[src/rtl/fpu_out_pkg.sv]
// Shared types and constants for the FPU output / CPX request queue.
package fpu_out_pkg;

    localparam int unsigned CPX_REQ_W  = 8;
    localparam int unsigned THR_W      = 2;
    localparam int unsigned PIPE_W     = 3;
    localparam int unsigned FPU_DATA_W = 145;

    // One queued result: destination request, thread, winning pipe, packet.
    typedef struct packed {
        logic [CPX_REQ_W-1:0]  req;
        logic [THR_W-1:0]      thread;
        logic [PIPE_W-1:0]     pipe;
        logic [FPU_DATA_W-1:0] data;
    } fpu_out_entry_t;

    // Occupancy at which arbitration is told to stop; leaves room for the
    // two results already in flight through the arbitration pipeline.
    function automatic int unsigned stall_thresh(input int unsigned depth);
        return depth - 2;
    endfunction

endpackage

[src/rtl/fpu_out_cpx_q_if.sv]
// Bus between the arbitration stage / CPX and the result request queue.
interface fpu_out_cpx_q_if #(
    parameter int unsigned DATA_W = 145
);
    logic [7:0]        fp_cpx_req_cq;
    logic [1:0]        req_thread;
    logic [2:0]        dest_rdy;
    logic [DATA_W-1:0] fp_out_data;
    logic [7:0]        cpx_fp_grant_cx;
    logic [7:0]        fpu_cpx_req_cq;
    logic [1:0]        fpu_cpx_thread;
    logic [DATA_W-1:0] fpu_cpx_data_ca;
    logic              fpu_cpx_data_vld_ca;
    logic              fpu_out_stall;
    logic              fpu_out_q_ovfl;

    // Environment side: arbitration stage plus CPX.
    modport master (
        output fp_cpx_req_cq, req_thread, dest_rdy, fp_out_data, cpx_fp_grant_cx,
        input  fpu_cpx_req_cq, fpu_cpx_thread, fpu_cpx_data_ca, fpu_cpx_data_vld_ca,
        input  fpu_out_stall, fpu_out_q_ovfl
    );

    // Queue side.
    modport slave (
        input  fp_cpx_req_cq, req_thread, dest_rdy, fp_out_data, cpx_fp_grant_cx,
        output fpu_cpx_req_cq, fpu_cpx_thread, fpu_cpx_data_ca, fpu_cpx_data_vld_ca,
        output fpu_out_stall, fpu_out_q_ovfl
    );
endinterface

[src/rtl/fpu_out_q_ram.sv]
// Queue storage: DEPTH entries, one write port, async read at the head pointer.
module fpu_out_q_ram
    import fpu_out_pkg::*;
#(
    parameter int unsigned DEPTH = 4,
    parameter int unsigned AW    = $clog2(DEPTH)
) (
    input  logic           clk,
    input  logic           i_wr_en,
    input  logic [AW-1:0]  i_wr_addr,
    input  fpu_out_entry_t i_wr_data,
    input  logic [AW-1:0]  i_rd_addr,
    output fpu_out_entry_t o_rd_data
);

    fpu_out_entry_t r_mem [DEPTH];

    // Write port; storage is deliberately not reset.
    always_ff @(posedge clk) begin
        if (i_wr_en) r_mem[i_wr_addr] <= i_wr_data;
    end

    assign o_rd_data = r_mem[i_rd_addr];

endmodule

[src/rtl/fpu_out_cpx_q.sv]
// FPU result request queue toward the CPX.
// Optional same-cycle bypass of an empty queue: define FPU_OUT_CPX_Q_BYPASS_EN.
module fpu_out_cpx_q
    import fpu_out_pkg::*;
#(
    parameter int unsigned DEPTH  = 4,
    parameter int unsigned DATA_W = FPU_DATA_W
) (
    input  logic          rclk,
    input  logic          grst_l,
    fpu_out_cpx_q_if.slave bus
);

    localparam int unsigned AW = $clog2(DEPTH);
    localparam int unsigned CW = AW + 1;

    logic [AW-1:0]        r_wr_ptr;
    logic [AW-1:0]        r_rd_ptr;
    logic [CW-1:0]        r_count;
    logic                 r_ovfl;
    logic                 r_data_vld;
    logic [DATA_W-1:0]    r_data;

    fpu_out_entry_t       w_wr_entry;
    fpu_out_entry_t       w_rd_entry;
    fpu_out_entry_t       w_head;
    logic [CPX_REQ_W-1:0] w_req;
    logic [THR_W-1:0]     w_thread;
    logic                 w_empty;
    logic                 w_full;
    logic                 w_push;
    logic                 w_pop;
    logic                 w_wr_en;
    logic                 w_unused_pipe;

    assign w_wr_entry = '{req:    bus.fp_cpx_req_cq,
                          thread: bus.req_thread,
                          pipe:   bus.dest_rdy,
                          data:   FPU_DATA_W'(bus.fp_out_data)};

    assign w_empty = (r_count == CW'(0));
    assign w_full  = (r_count == CW'(DEPTH));
    assign w_push  = (bus.dest_rdy != '0);

    fpu_out_q_ram #(.DEPTH(DEPTH), .AW(AW)) u_ram (
        .clk       (rclk),
        .i_wr_en   (w_wr_en),
        .i_wr_addr (r_wr_ptr),
        .i_wr_data (w_wr_entry),
        .i_rd_addr (r_rd_ptr),
        .o_rd_data (w_rd_entry)
    );

    // Head selection: queue head, or the incoming result when bypassing an empty queue.
    always_comb begin
        w_head   = w_rd_entry;
        w_req    = '0;
        w_thread = '0;
`ifdef FPU_OUT_CPX_Q_BYPASS_EN
        if (w_empty && w_push) begin
            w_head   = w_wr_entry;
            w_req    = w_wr_entry.req;
            w_thread = w_wr_entry.thread;
        end else if (!w_empty) begin
            w_req    = w_rd_entry.req;
            w_thread = w_rd_entry.thread;
        end
`else
        if (!w_empty) begin
            w_req    = w_rd_entry.req;
            w_thread = w_rd_entry.thread;
        end
`endif
    end

    // Pipe field is stored for debug visibility only; nothing downstream reads it.
    assign w_unused_pipe = ^w_head.pipe;

    assign w_pop   = ((bus.cpx_fp_grant_cx & w_req) != '0);
    assign w_wr_en = w_push && (!w_full || w_pop);

    // Pointers, occupancy, sticky overflow and the granted-data launch register.
    always_ff @(posedge rclk) begin
        if (!grst_l) begin
            r_wr_ptr   <= '0;
            r_rd_ptr   <= '0;
            r_count    <= '0;
            r_ovfl     <= 1'b0;
            r_data_vld <= 1'b0;
            r_data     <= '0;
        end else begin
            if (w_wr_en) r_wr_ptr <= r_wr_ptr + AW'(1);
            if (w_pop)   r_rd_ptr <= r_rd_ptr + AW'(1);
            r_count    <= r_count + CW'(w_wr_en) - CW'(w_pop);
            if (w_push && w_full && !w_pop) r_ovfl <= 1'b1;
            r_data_vld <= w_pop;
            r_data     <= w_pop ? DATA_W'(w_head.data) : '0;
        end
    end

    assign bus.fpu_cpx_req_cq      = w_req;
    assign bus.fpu_cpx_thread      = w_thread;
    assign bus.fpu_cpx_data_ca     = r_data;
    assign bus.fpu_cpx_data_vld_ca = r_data_vld;
    assign bus.fpu_out_stall       = (r_count >= CW'(stall_thresh(DEPTH)));
    assign bus.fpu_out_q_ovfl      = r_ovfl;

    // A pushed result with no destination can never be granted and wedges the queue.
    a_push_has_dest: assert property (@(posedge rclk) disable iff (!grst_l)
        w_push |-> (bus.fp_cpx_req_cq != '0));

endmodule

[src/flat_wrapper.sv]
// flat-port wrapper written by rule: the top's interface ports become plain ports
module fpu_out_cpx_q_flat import fpu_out_pkg::*;
#(
    parameter int unsigned DEPTH  = 4,
    parameter int unsigned DATA_W = FPU_DATA_W
)
  (rclk, grst_l, bus_fp_cpx_req_cq, bus_req_thread, bus_dest_rdy, bus_fp_out_data, bus_cpx_fp_grant_cx, bus_fpu_cpx_req_cq, bus_fpu_cpx_thread, bus_fpu_cpx_data_ca, bus_fpu_cpx_data_vld_ca, bus_fpu_out_stall, bus_fpu_out_q_ovfl);
  fpu_out_cpx_q_if #(.DATA_W(DATA_W)) bus_i ();
  input  logic rclk;
  input  logic grst_l;
  input wire logic [$bits(bus_i.fp_cpx_req_cq)-1:0] bus_fp_cpx_req_cq;
  input wire logic [$bits(bus_i.req_thread)-1:0] bus_req_thread;
  input wire logic [$bits(bus_i.dest_rdy)-1:0] bus_dest_rdy;
  input wire logic [$bits(bus_i.fp_out_data)-1:0] bus_fp_out_data;
  input wire logic [$bits(bus_i.cpx_fp_grant_cx)-1:0] bus_cpx_fp_grant_cx;
  output wire logic [$bits(bus_i.fpu_cpx_req_cq)-1:0] bus_fpu_cpx_req_cq;
  output wire logic [$bits(bus_i.fpu_cpx_thread)-1:0] bus_fpu_cpx_thread;
  output wire logic [$bits(bus_i.fpu_cpx_data_ca)-1:0] bus_fpu_cpx_data_ca;
  output wire logic [$bits(bus_i.fpu_cpx_data_vld_ca)-1:0] bus_fpu_cpx_data_vld_ca;
  output wire logic [$bits(bus_i.fpu_out_stall)-1:0] bus_fpu_out_stall;
  output wire logic [$bits(bus_i.fpu_out_q_ovfl)-1:0] bus_fpu_out_q_ovfl;
  assign bus_i.fp_cpx_req_cq = bus_fp_cpx_req_cq;
  assign bus_i.req_thread = bus_req_thread;
  assign bus_i.dest_rdy = bus_dest_rdy;
  assign bus_i.fp_out_data = bus_fp_out_data;
  assign bus_i.cpx_fp_grant_cx = bus_cpx_fp_grant_cx;
  assign bus_fpu_cpx_req_cq = bus_i.fpu_cpx_req_cq;
  assign bus_fpu_cpx_thread = bus_i.fpu_cpx_thread;
  assign bus_fpu_cpx_data_ca = bus_i.fpu_cpx_data_ca;
  assign bus_fpu_cpx_data_vld_ca = bus_i.fpu_cpx_data_vld_ca;
  assign bus_fpu_out_stall = bus_i.fpu_out_stall;
  assign bus_fpu_out_q_ovfl = bus_i.fpu_out_q_ovfl;
  fpu_out_cpx_q #(.DEPTH(DEPTH), .DATA_W(DATA_W)) u_core (.rclk(rclk), .grst_l(grst_l), .bus(bus_i));
endmodule
[config.mk]
export PLATFORM = sky130hd
export DESIGN_NAME = fpu_out_cpx_q_flat
export DESIGN_NICKNAME = d
export VERILOG_FILES = /design/src/rtl/fpu_out_pkg.sv /design/src/rtl/fpu_out_cpx_q_if.sv /design/src/rtl/fpu_out_q_ram.sv /design/src/rtl/fpu_out_cpx_q.sv /design/src/flat_wrapper.sv
export SDC_FILE = /design/constraint.sdc
export NUM_CORES = 1
export LEC_CHECK = 0
export CAP_MARGIN = 20
export CORE_ASPECT_RATIO = 0.6
export CORE_MARGIN = 4
export CORE_UTILIZATION = 35
export DETAILED_ROUTE_END_ITERATION = 8
export RECOVER_POWER = 50
export SLEW_MARGIN = 15
export SYNTH_ARGS = -nofsm -noshare
export SYNTH_HDL_FRONTEND = slang
export SYNTH_SLANG_ARGS = --single-unit
[constraint.sdc]
create_clock -name rclk -period 15.05 [get_ports rclk]
set_input_delay 2.2575 -clock rclk [delete_from_list [all_inputs] [get_ports rclk]]
set_output_delay 2.2575 -clock rclk [all_outputs]
set_load 0.01 [all_outputs]
* Word-level counts from Yosys, hierarchy flattened
Memory sizes are Yosys's and may differ from the RTL's. A register that Yosys moved wholly into a read port is not among the register bits. Index checks and enable logic that the tools add are counted.
Operators by class: multiplexer cells 6, reductions and logical operators 10, bitwise logic cells 1, eq/ne operators 1, magnitude comparators 1, add/sub/neg operators 4
Operators with widths (number):
- $and A8 B8 Y8 | 1
- $mux W8 | 1
- $reduce_bool A8 Y1 | 1
- $mux W2 | 3
- $add A2 B1 Y2 const B | 2
- $add A3 B1 Y3 | 1
- $eq A3 B3 Y1 const B | 1
- $ge A3 B2 Y1 const B | 1
- $logic_and A1 B1 Y1 | 3
- $logic_not A3 Y1 | 1
- $reduce_bool A3 Y1 | 1
- $sub A3 B1 Y3 | 1
- $logic_not A1 Y1 | 2
- $mux W1 | 2
- $reduce_and A2 Y1 | 1
- $logic_or A1 B1 Y1 | 1
Word-level totals: bits in writable memories 632, register bits 154, word-level logic and storage cells 30, memories kept 1
Memory list:
- u_core.u_ram.r_mem | depth 4, width 158, read ports 1, clocked after Yosys merged registers in 1, write ports 1, RTL line fpu_out_q_ram.sv:16 | fpu_out_entry_t r_mem [DEPTH];

* Longest topological paths before layout
Gate-level depths: netlist (run 1).
depth after elaboration 8, gate-level depth with buffers 13

* Modules after synthesis
Synthesis (run 1) repeated with hierarchy kept, for this count alone.
Second synthesis, totals: cells, all modules 1207, area total of the unflattened synthesis 27461.3 um^2
By module, submodules not included:
- fpu_out_q_ram | cells each 830, area an instance 22836.9 um^2, times used 1
- fpu_out_cpx_q | cells each 377, area an instance 4624.4 um^2, times used 1

* Worst setup path after synthesis (run 1)
OpenSTA, ideal clock, no wires.
path type input port to flip-flop, from in bus_cpx_fp_grant_cx[1], to mem u_core.u_ram.r_mem[0][0] in the netlist's numbering, enable pin, arrival time 6.652 ns, library setup time 0.533 ns, stages 5, setup slack 7.864 ns, path through nor2b_1 -> a222oi_1 -> a21boi_1 -> a31oi_1 -> and2_1
Between the ends: word-level cells in the longest chain between the ends 6
Ends and longest elaborated chain:
- from (decl) | RTL line flat_wrapper.sv:15 | input wire logic [$bits(bus_i.cpx_fp_grant_cx)-1:0] bus_cpx_fp_grant_cx;
- $and A8 B8 Y8 | RTL line fpu_out_cpx_q.sv:79 | assign w_pop = ((bus.cpx_fp_grant_cx & w_req) != '0);
- $reduce_bool A8 Y1 | RTL line fpu_out_cpx_q.sv:79
- $logic_or A1 B1 Y1 | RTL line fpu_out_cpx_q.sv:80 | assign w_wr_en = w_push && (!w_full || w_pop);
- $logic_and A1 B1 Y1 | RTL line fpu_out_cpx_q.sv:80
- net u_core.u_ram.i_wr_en | RTL line fpu_out_q_ram.sv:9 | input logic i_wr_en,
- $mux W1 | RTL line fpu_out_q_ram.sv:20 | if (i_wr_en) r_mem[i_wr_addr] <= i_wr_data;
- $mux W1 (not written as such) | RTL line fpu_out_q_ram.sv:20
- to (decl) | RTL line fpu_out_q_ram.sv:16
The timed path passes the listed nets, and every way through them passes these cells.

==> results of run 1 <==
## registers in the layout (all words and copies together) (netlist names), named ones only
register                        count
u_core.r_rd_ptr                     2
u_core.bus.fpu_cpx_data_vld_ca      1
u_core.bus.fpu_cpx_data_ca        145
u_core.u_ram.r_mem                620
u_core.r_count                      3
u_core.bus.fpu_out_q_ovfl           1
u_core.r_wr_ptr                     2
## worst max-delay path, cell delays in order, from the launching register on
cell and delay [ns]:
dfxtp_1 1.92, clkbuf_1 2.84, mux4_2 0.80, nor2b_1 0.16
clkdlybuf4s50_1 0.49
## layout make-up
| class | instances | area [sq um] |
|---|---|---|
| inverters | 11 | 41.3 |
| diodes | 4 | 10.0 |
| fillers | 6426 | 42200 |
| clock buffers | 107 | 2120 |
| multi-input cells | 374 | 4910 |
| clock inverters | 27 | 251 |
| repair buffers | 340 | 3370 |
| flip-flops and latches | 776 | 21700 |
| well taps | 1000 | 1250 |
## power by group through the flow
stage                     Clock (W)  Sequential [W]  Combinational, W
final                       0.00181         0.00284           0.00140
after global routing        0.00197         0.00288           0.00153
after CTS                   0.00188         0.00286           0.00150
after detailed placement          0         0.00291           0.00150
after global placement            0         0.00289           0.00150
after floorplan                   0         0.00293          0.000813
## placed cells by master, fill, tap and decap left out, types with 5 or more instances in the layout
cell,instances
dlygate4sd3_1,302
buf_4,13
clkdlybuf4s50_1,23
nand2_1,8
ha_1,7
edfxtp_1,620
mux2i_1,8
inv_1,11
clkinv_2,13
dfxtp_1,155
nor2b_1,155
clkbuf_16,78
clkbuf_1,24
mux2_2,5
mux4_2,151
clkbuf_8,6
## metrics by stage
step,cells,instance area [sq um]
floorplan,1215,26900
global placement,2501,31300
detailed placement,2501,31300
CTS,2635,33700
global route,2637,33700
finish,2639,33700
## path summary, 6_finish.rpt
kind | from | end | slack, ns | cells past startpoint
hold reg to reg | u_core.bus.fpu_out_q_ovfl$_SDFFE_PN0P_ | u_core.bus.fpu_out_q_ovfl$_SDFFE_PN0P_ | 0.47 | 1
setup / recovery | register | bus_fpu_cpx_req_cq[0] | 5.97 | 4
hold / removal | u_core.bus.fpu_out_q_ovfl$_SDFFE_PN0P_ | u_core.bus.fpu_out_q_ovfl$_SDFFE_PN0P_ | 0.47 | 1
setup reg to reg | register | u_core.u_ram.r_mem[3][26]$_DFFE_PP_ | 6.57 | 7
## logic make-up after synthesis
kind of cell               after synthesis  synth area share
adders and majority gates                8           0.00400
and+or+nand+nor                        184            0.0415
xor gates and xnor gates                 1          0.000325
AOI/OAI and AO/OA                       17           0.00474
DFF                                    776             0.808
muxes                                  164             0.131
buffers and inverters                   65            0.0105
## routing by layer
metal / share of wire / vias up
met1: 0.43 / 6398
li1: - / 5548
met5: 0.0023 / -
met4: 0.020 / 20
met3: 0.068 / 108
met2: 0.48 / 351
==> impl_metrics.ini, run 1 <==
[outcome]
status = complete, but fails checks
violations = max-capacitance violations, max-slew violations

[finish]
drive_gt1_frac = 0.172
post-route-util = 0.444
layout.nets = 1752
area_delta_synth_final_pct = 25.2

[grt]
grt-ovfl-total = 0
track_usage = 0.138
grt_max_degree = 147
use_met2 = 0.218
top_usage_layer = met2
antenna_found_initial = 19
grt_use_met1 = 0.187
grt_pass1_vias = 13334
grt_pass1_wl_um = 84700
grt_use_met3 = 0.0433

[yosys]
synth_enable_flop_cells = 620
synth_top_area_cell = edfxtp_1
synth_common_cells = edfxtp_1, dfxtp_1, nor2b_1
synth.top_cells.by_area = edfxtp_1, mux4_2, dfxtp_1, nor2b_1, buf_2
synth-seq-cells = 776
syn_nets = 1391
netlist_instances = 1215
netlist_area_sq_um = 26900
ys.flop_type = edfxtp_1
syn_area_per_cell_sq_um = 22.2
post-synth-top-count-cell = edfxtp_1
synth_warnings = 0
ys_seq_area_frac = 0.808
synth_top_area_frac = 0.692
async_flop_share = 0
synthDistinctLibCells = 38

[power_and_ir_drop]
clkPwrFrac = 0.299
p_total_w = 0.00606
ir_drop_uv = 108
sw_frac_of_total = 0.260
pwr-share-comb = 0.232
internal_power_w = 0.00449
power_density_nw_per_um2 = 180
p_leak_nw = 11.4
pwr-share-seq = 0.469
power.net_switching_w = 0.00157

[clocking]
cts_resized = 0
cts_buffer_depth = 3
clockRootBuffer = clkbuf_16
hold_buffers = 0
insertion_delay_ns = 0.60
postCtsSetupRepairBufs = 0
clkTransAtPathRegs_ns = 0.06
cts_buffers = 73
cts.sinks = 776
h-tree-depth = 3
cts_tree = done

[route]
antenna_left = 0
via_per_inst = 4.71
vias = 12425
wl_per_cell_um = 21.4
drt_wl_total_um = 56500
dr.pass1.iters = 4
drtIter0Drc = 742
drc = 0

[timing]
setup_viol = 0
max_freq_ghz = 0.110
worst_slack_ns = 5.97
drv_slew = 85
timing.setup.tns_ns = 0
hold_viol_final = 0
slew_headroom = -1.60
skew_ns = 0.0190
rsz0062_at_grt = false
period_share = 0.603
fin_crit_ns = 9.08
worst_pin_slew_ns = 3.89
whs_ns = 0.470

[setup_path]
path_class = register to output pin
start_kind = register
end_kind = output pin
cp_max_fo = 45
crit_arrival_ns = 6.82
crit_required_ns = 12.79

[die]
chipHeight_um = 223
die_area_sq_um = 81600
ios = 326
fp-row-count = 78
die_width_um = 366
start_util = 0.355
fp.coreArea_sq_um = 75900

[hold_path]
min_path_type = register to register

[flow_run]
maxCapViolations = 2

[place]
portBuffers = 325
place_congestion = 0.733
detailedPlace.worstSlack_ns = 9.06
dp_hpwl_um = 33200
(Power assumes the default switching activity.)
==> run 2, diff against run 1 <==
- clock period: 15.05 -> 8.6 ns (I/O delays scaled with it)
==> impl_metrics.ini, run 2 (synthesized netlist as in run 1, its figures left out) <==
[die]
start_util = 0.355
die_width_um = 366
fp.coreArea_sq_um = 75900
ios = 326
die_area_sq_um = 81600
fp-row-count = 78
chipHeight_um = 223

[route]
antenna_left = 0
dr.pass1.iters = 5
drc = 0
via_per_inst = 4.71
wl_per_cell_um = 21.5
drtIter0Drc = 777
vias = 12452
drt_wl_total_um = 56700

[finish]
largest_reg_flops = 620
post-route-util = 0.445
top_register = u_core.u_ram.r_mem
final_area_sq_um = 33800
final_cell_mix = edfxtp_1, dlygate4sd3_1, nor2b_1, dfxtp_1, mux4_2
layout_commonest_cell = edfxtp_1
layout.nets = 1754
drive_gt1_frac = 0.179
area_delta_synth_final_pct = 25.5

[clocking]
clockRootBuffer = clkbuf_16
insertion_delay_ns = 0.61
cts.sinks = 776
clkTransAtPathRegs_ns = 0.06
hold_buffers = 0
h-tree-depth = 3
cts_tree = done
cts_buffers = 74
cts_resized = 0
postCtsSetupRepairBufs = 0
cts_buffer_depth = 3

[timing]
hold_viol_final = 0
max_freq_ghz = 0.200
slew_headroom = 0.282
worst_slack_ns = 3.59
worst_pin_slew_ns = 1.08
skew_ns = 0.0220
rsz0062_at_grt = false
drv_slew = 0
timing.setup.tns_ns = 0
period_share = 0.582
setup_viol = 0
fin_crit_ns = 5.01

[power_and_ir_drop]
sw_frac_of_total = 0.264
internal_power_w = 0.00784
ir_drop_uv = 203
p_leak_nw = 11.4
power_density_nw_per_um2 = 315
power.net_switching_w = 0.00281
clkPwrFrac = 0.303
pwr-share-seq = 0.468
pwr-share-comb = 0.229

[grt]
grt_pass1_vias = 13305
track_usage = 0.139
grt_pass1_wl_um = 85700
antenna_found_initial = 16
grt_max_degree = 147
grt-ovfl-total = 0

[setup_path]
crit_chain = buf_4 -> mux4_2 -> a222oi_1 -> a21boi_0 -> a31oi_1 -> and2_4 -> buf_4 -> buf_4
cp_top_family = buffers and inverters
path_buf_inv = 3
crit_slowest_cell = dfxtp_4
critPathMaxStageDelay_ns = 0.87
crit_required_ns = 8.86
path_class = register to register
cp_common_cell = buf_4
cp_max_fo = 44
start_kind = register
crit_arrival_ns = 5.27
end_kind = register

[flow_run]
maxCapViolations = 0

[place]
portBuffers = 325
detailedPlace.worstSlack_ns = 3.43
place_area_sq_um = 31300
dp_hpwl_um = 32900
place_congestion = 0.731

[outcome]
status = complete, no violations

[hold_path]
min_path_type = register to register
-- run 2: cell type report --
cell class	instances	area (sq um)
diodes	4	10.0
multi-input cells	374	4920
fillers	6477	42100
clock buffers	102	2100
repair buffers	341	3390
clock inverters	34	335
inverters	11	41.3
flip-flops and latches	776	21700
well taps	1000	1250
-- run 2: layer usage --
metal / part of all wire / vias to the layer above / GRT usage
li1: - / 5552 / -
met1: 0.45 / 6445 / 0.192
met2: 0.47 / 339 / 0.219
met3: 0.061 / 98 / 0.0398
met4: 0.018 / 18 / 0.0349
met5: 0.0019 / - / 0
-- run 2: worst paths after layout --
check / cells past startpoint / slack [ns] / to / start
worst min register to register: 1 / 0.47 / u_core.bus.fpu_out_q_ovfl$_SDFFE_PN0P_ / u_core.bus.fpu_out_q_ovfl$_SDFFE_PN0P_
worst max-delay path: 8 / 3.59 / u_core.u_ram.r_mem[0][29]$_DFFE_PP_ / register
worst min-delay path: 1 / 0.47 / u_core.bus.fpu_out_q_ovfl$_SDFFE_PN0P_ / u_core.bus.fpu_out_q_ovfl$_SDFFE_PN0P_
worst max register to register: 8 / 3.59 / u_core.u_ram.r_mem[0][29]$_DFFE_PP_ / register
-- run 2: worst register-to-register path, delay by kind of cell (launching register included) --
family | cells | cell delay [ns]
AOI/OAI and AO/OA | 3 | 1.25
DFF | 1 | 0.87
muxes | 1 | 0.71
and+or+nand+nor | 1 | 0.30
buffers and inverters | 3 | 1.51
-- run 2: per-stage QoR --
| step | hold WS (ns) | total power, W | instances |
|---|---|---|---|
| after floorplan | 0.457 | 0.00654 | 1215 |
| after global placement | 0.453 | 0.00768 | 2502 |
| after detailed placement | 0.465 | 0.00771 | 2502 |
| after CTS | 0.480 | 0.0110 | 2638 |
| after global routing | 0.517 | 0.0112 | 2638 |
| final | 0.472 | 0.0107 | 2642 |
-- run 2: power groups by stage --
stage               Sequential (W)  Combinational, W  Clock (W)
finish                     0.00499           0.00244    0.00322
global route               0.00506           0.00265    0.00350
CTS                        0.00502           0.00263    0.00333
detailed placement         0.00510           0.00261          0
global placement           0.00507           0.00261          0
floorplan                  0.00512           0.00142          0
==> run 3, diff against run 2 <==
- clock period: 8.6 -> 5.2 ns (I/O delays scaled with it)
==> impl_metrics.ini, run 3 (synthesized netlist as in run 1, its figures left out) <==
[outcome]
status = complete, no violations

[timing]
period_share = 0.775
skew_ns = 0.0230
max_freq_ghz = 0.248
setup_viol = 0
worst_pin_slew_ns = 1.33
slew_headroom = 0.110
hold_viol_final = 0
timing.setup.tns_ns = 0
fin_crit_ns = 4.03
drv_slew = 0
rsz0062_at_grt = false

[setup_path]
start_kind = register
cp_max_fo = 46
path_class = register to register
ff2ff_path_depth = 5
crit_required_ns = 5.66
crit_arrival_ns = 4.49
end_kind = register

[clocking]
cts_buffer_depth = 3
clockRootBuffer = clkbuf_16
clkTransAtPathRegs_ns = 0.06
postCtsSetupRepairBufs = 0
cts.sinks = 776
h-tree-depth = 3
cts_buffers = 72
insertion_delay_ns = 0.61
hold_buffers = 0
cts_resized = 0
cts_tree = done

[grt]
grt-ovfl-total = 0
use_met2 = 0.214
track_usage = 0.137
antenna_found_initial = 10
grt_max_degree = 83
grt_use_met3 = 0.0383
grt_pass1_wl_um = 84700
top_usage_layer = met2
grt_use_met1 = 0.192
grt_pass1_vias = 13391

[die]
fp.coreArea_sq_um = 75900
die_area_sq_um = 81600
die_width_um = 366
ios = 326
fp-row-count = 78
start_util = 0.355
chipHeight_um = 223

[flow_run]
maxCapViolations = 0

[power_and_ir_drop]
ir_drop_uv = 223
power_density_nw_per_um2 = 518
p_total_w = 0.0177
p_leak_nw = 11.5

[finish]
layout_commonest_cell = edfxtp_1
multi_input_comb_area_sq_um = 4920
fillCellCount = 6444
seq_area_sq_um = 21700
area_delta_synth_final_pct = 26.6
drive_gt1_frac = 0.189
layout.nets = 1773
top_register = u_core.u_ram.r_mem
largest_reg_flops = 620
final_cell_mix = edfxtp_1, dlygate4sd3_1, nor2b_1, dfxtp_1, mux4_2

[place]
portBuffers = 325
dp_hpwl_um = 33900
place_congestion = 0.724

[route]
wl_per_cell_um = 21.0
drc = 0
drt_wl_total_um = 55900
vias = 12593
drtIter0Drc = 919
via_per_inst = 4.74
antenna_left = 0
dr.pass1.iters = 7

[hold_path]
whs_path_depth = 1
min_path_type = register to register
-- run 3: critical path, stage by stage, from the launching register on --
cell and delay (ns):
dfxtp_4 0.49, buf_4 0.56, clkbuf_2 1.08, buf_4 0.89
mux4_2 0.59, nor2b_1 0.14
-- run 3: through the flow --
step	worst slack, ns	hold slack, ns	utilization	cell area (sq um)	cells
final	1.17	0.473	0.449	34100	2659
after global routing	0.613	0.516	0.449	34100	2656
after CTS	1.39	0.486	0.449	34100	2654
after detailed placement	1.41	0.472	0.417	31700	2523
after global placement	1.46	0.459	0.417	31700	2523
after floorplan	1.15	0.457	-	26900	1215
-- run 3: path summary, 6_finish.rpt --
check | start | to | slack (ns)
min | u_core.bus.fpu_out_q_ovfl$_SDFFE_PN0P_ | u_core.bus.fpu_out_q_ovfl$_SDFFE_PN0P_ | 0.47
max | register | u_core.bus.fpu_cpx_data_ca[37]$_SDFF_PN0_ | 1.17
max reg2reg | register | u_core.bus.fpu_cpx_data_ca[37]$_SDFF_PN0_ | 1.17
min reg2reg | u_core.bus.fpu_out_q_ovfl$_SDFFE_PN0P_ | u_core.bus.fpu_out_q_ovfl$_SDFFE_PN0P_ | 0.47
-- run 3: area by class of cell --
class / instances / share of cell area
Sequential cell: 776 / 0.638
Tap cell: 1000 / 0.0367
Multi-Input combinational cell: 374 / 0.144
Clock buffer: 97 / 0.0588
Clock inverter: 34 / 0.0112
Antenna cell: 5 / 0.000367
Inverter: 11 / 0.00121
Timing Repair Buffer: 362 / 0.109
-- run 3: where the power goes --
group	internal (W)	total, W	switching [W]
combinational	0.00216	0.00417	0.00201
clock	0.00308	0.00529	0.00222
sequential	0.00783	0.00820	0.000366
-- run 3: per-layer routing --
metal  up-vias  wire (um)  part of all wire
li1       5585          -                 -
met1      6530      24700              0.44
met2       377      26300              0.47
met3        89       3820             0.068
met4        12        993             0.018
met5         -         63            0.0011
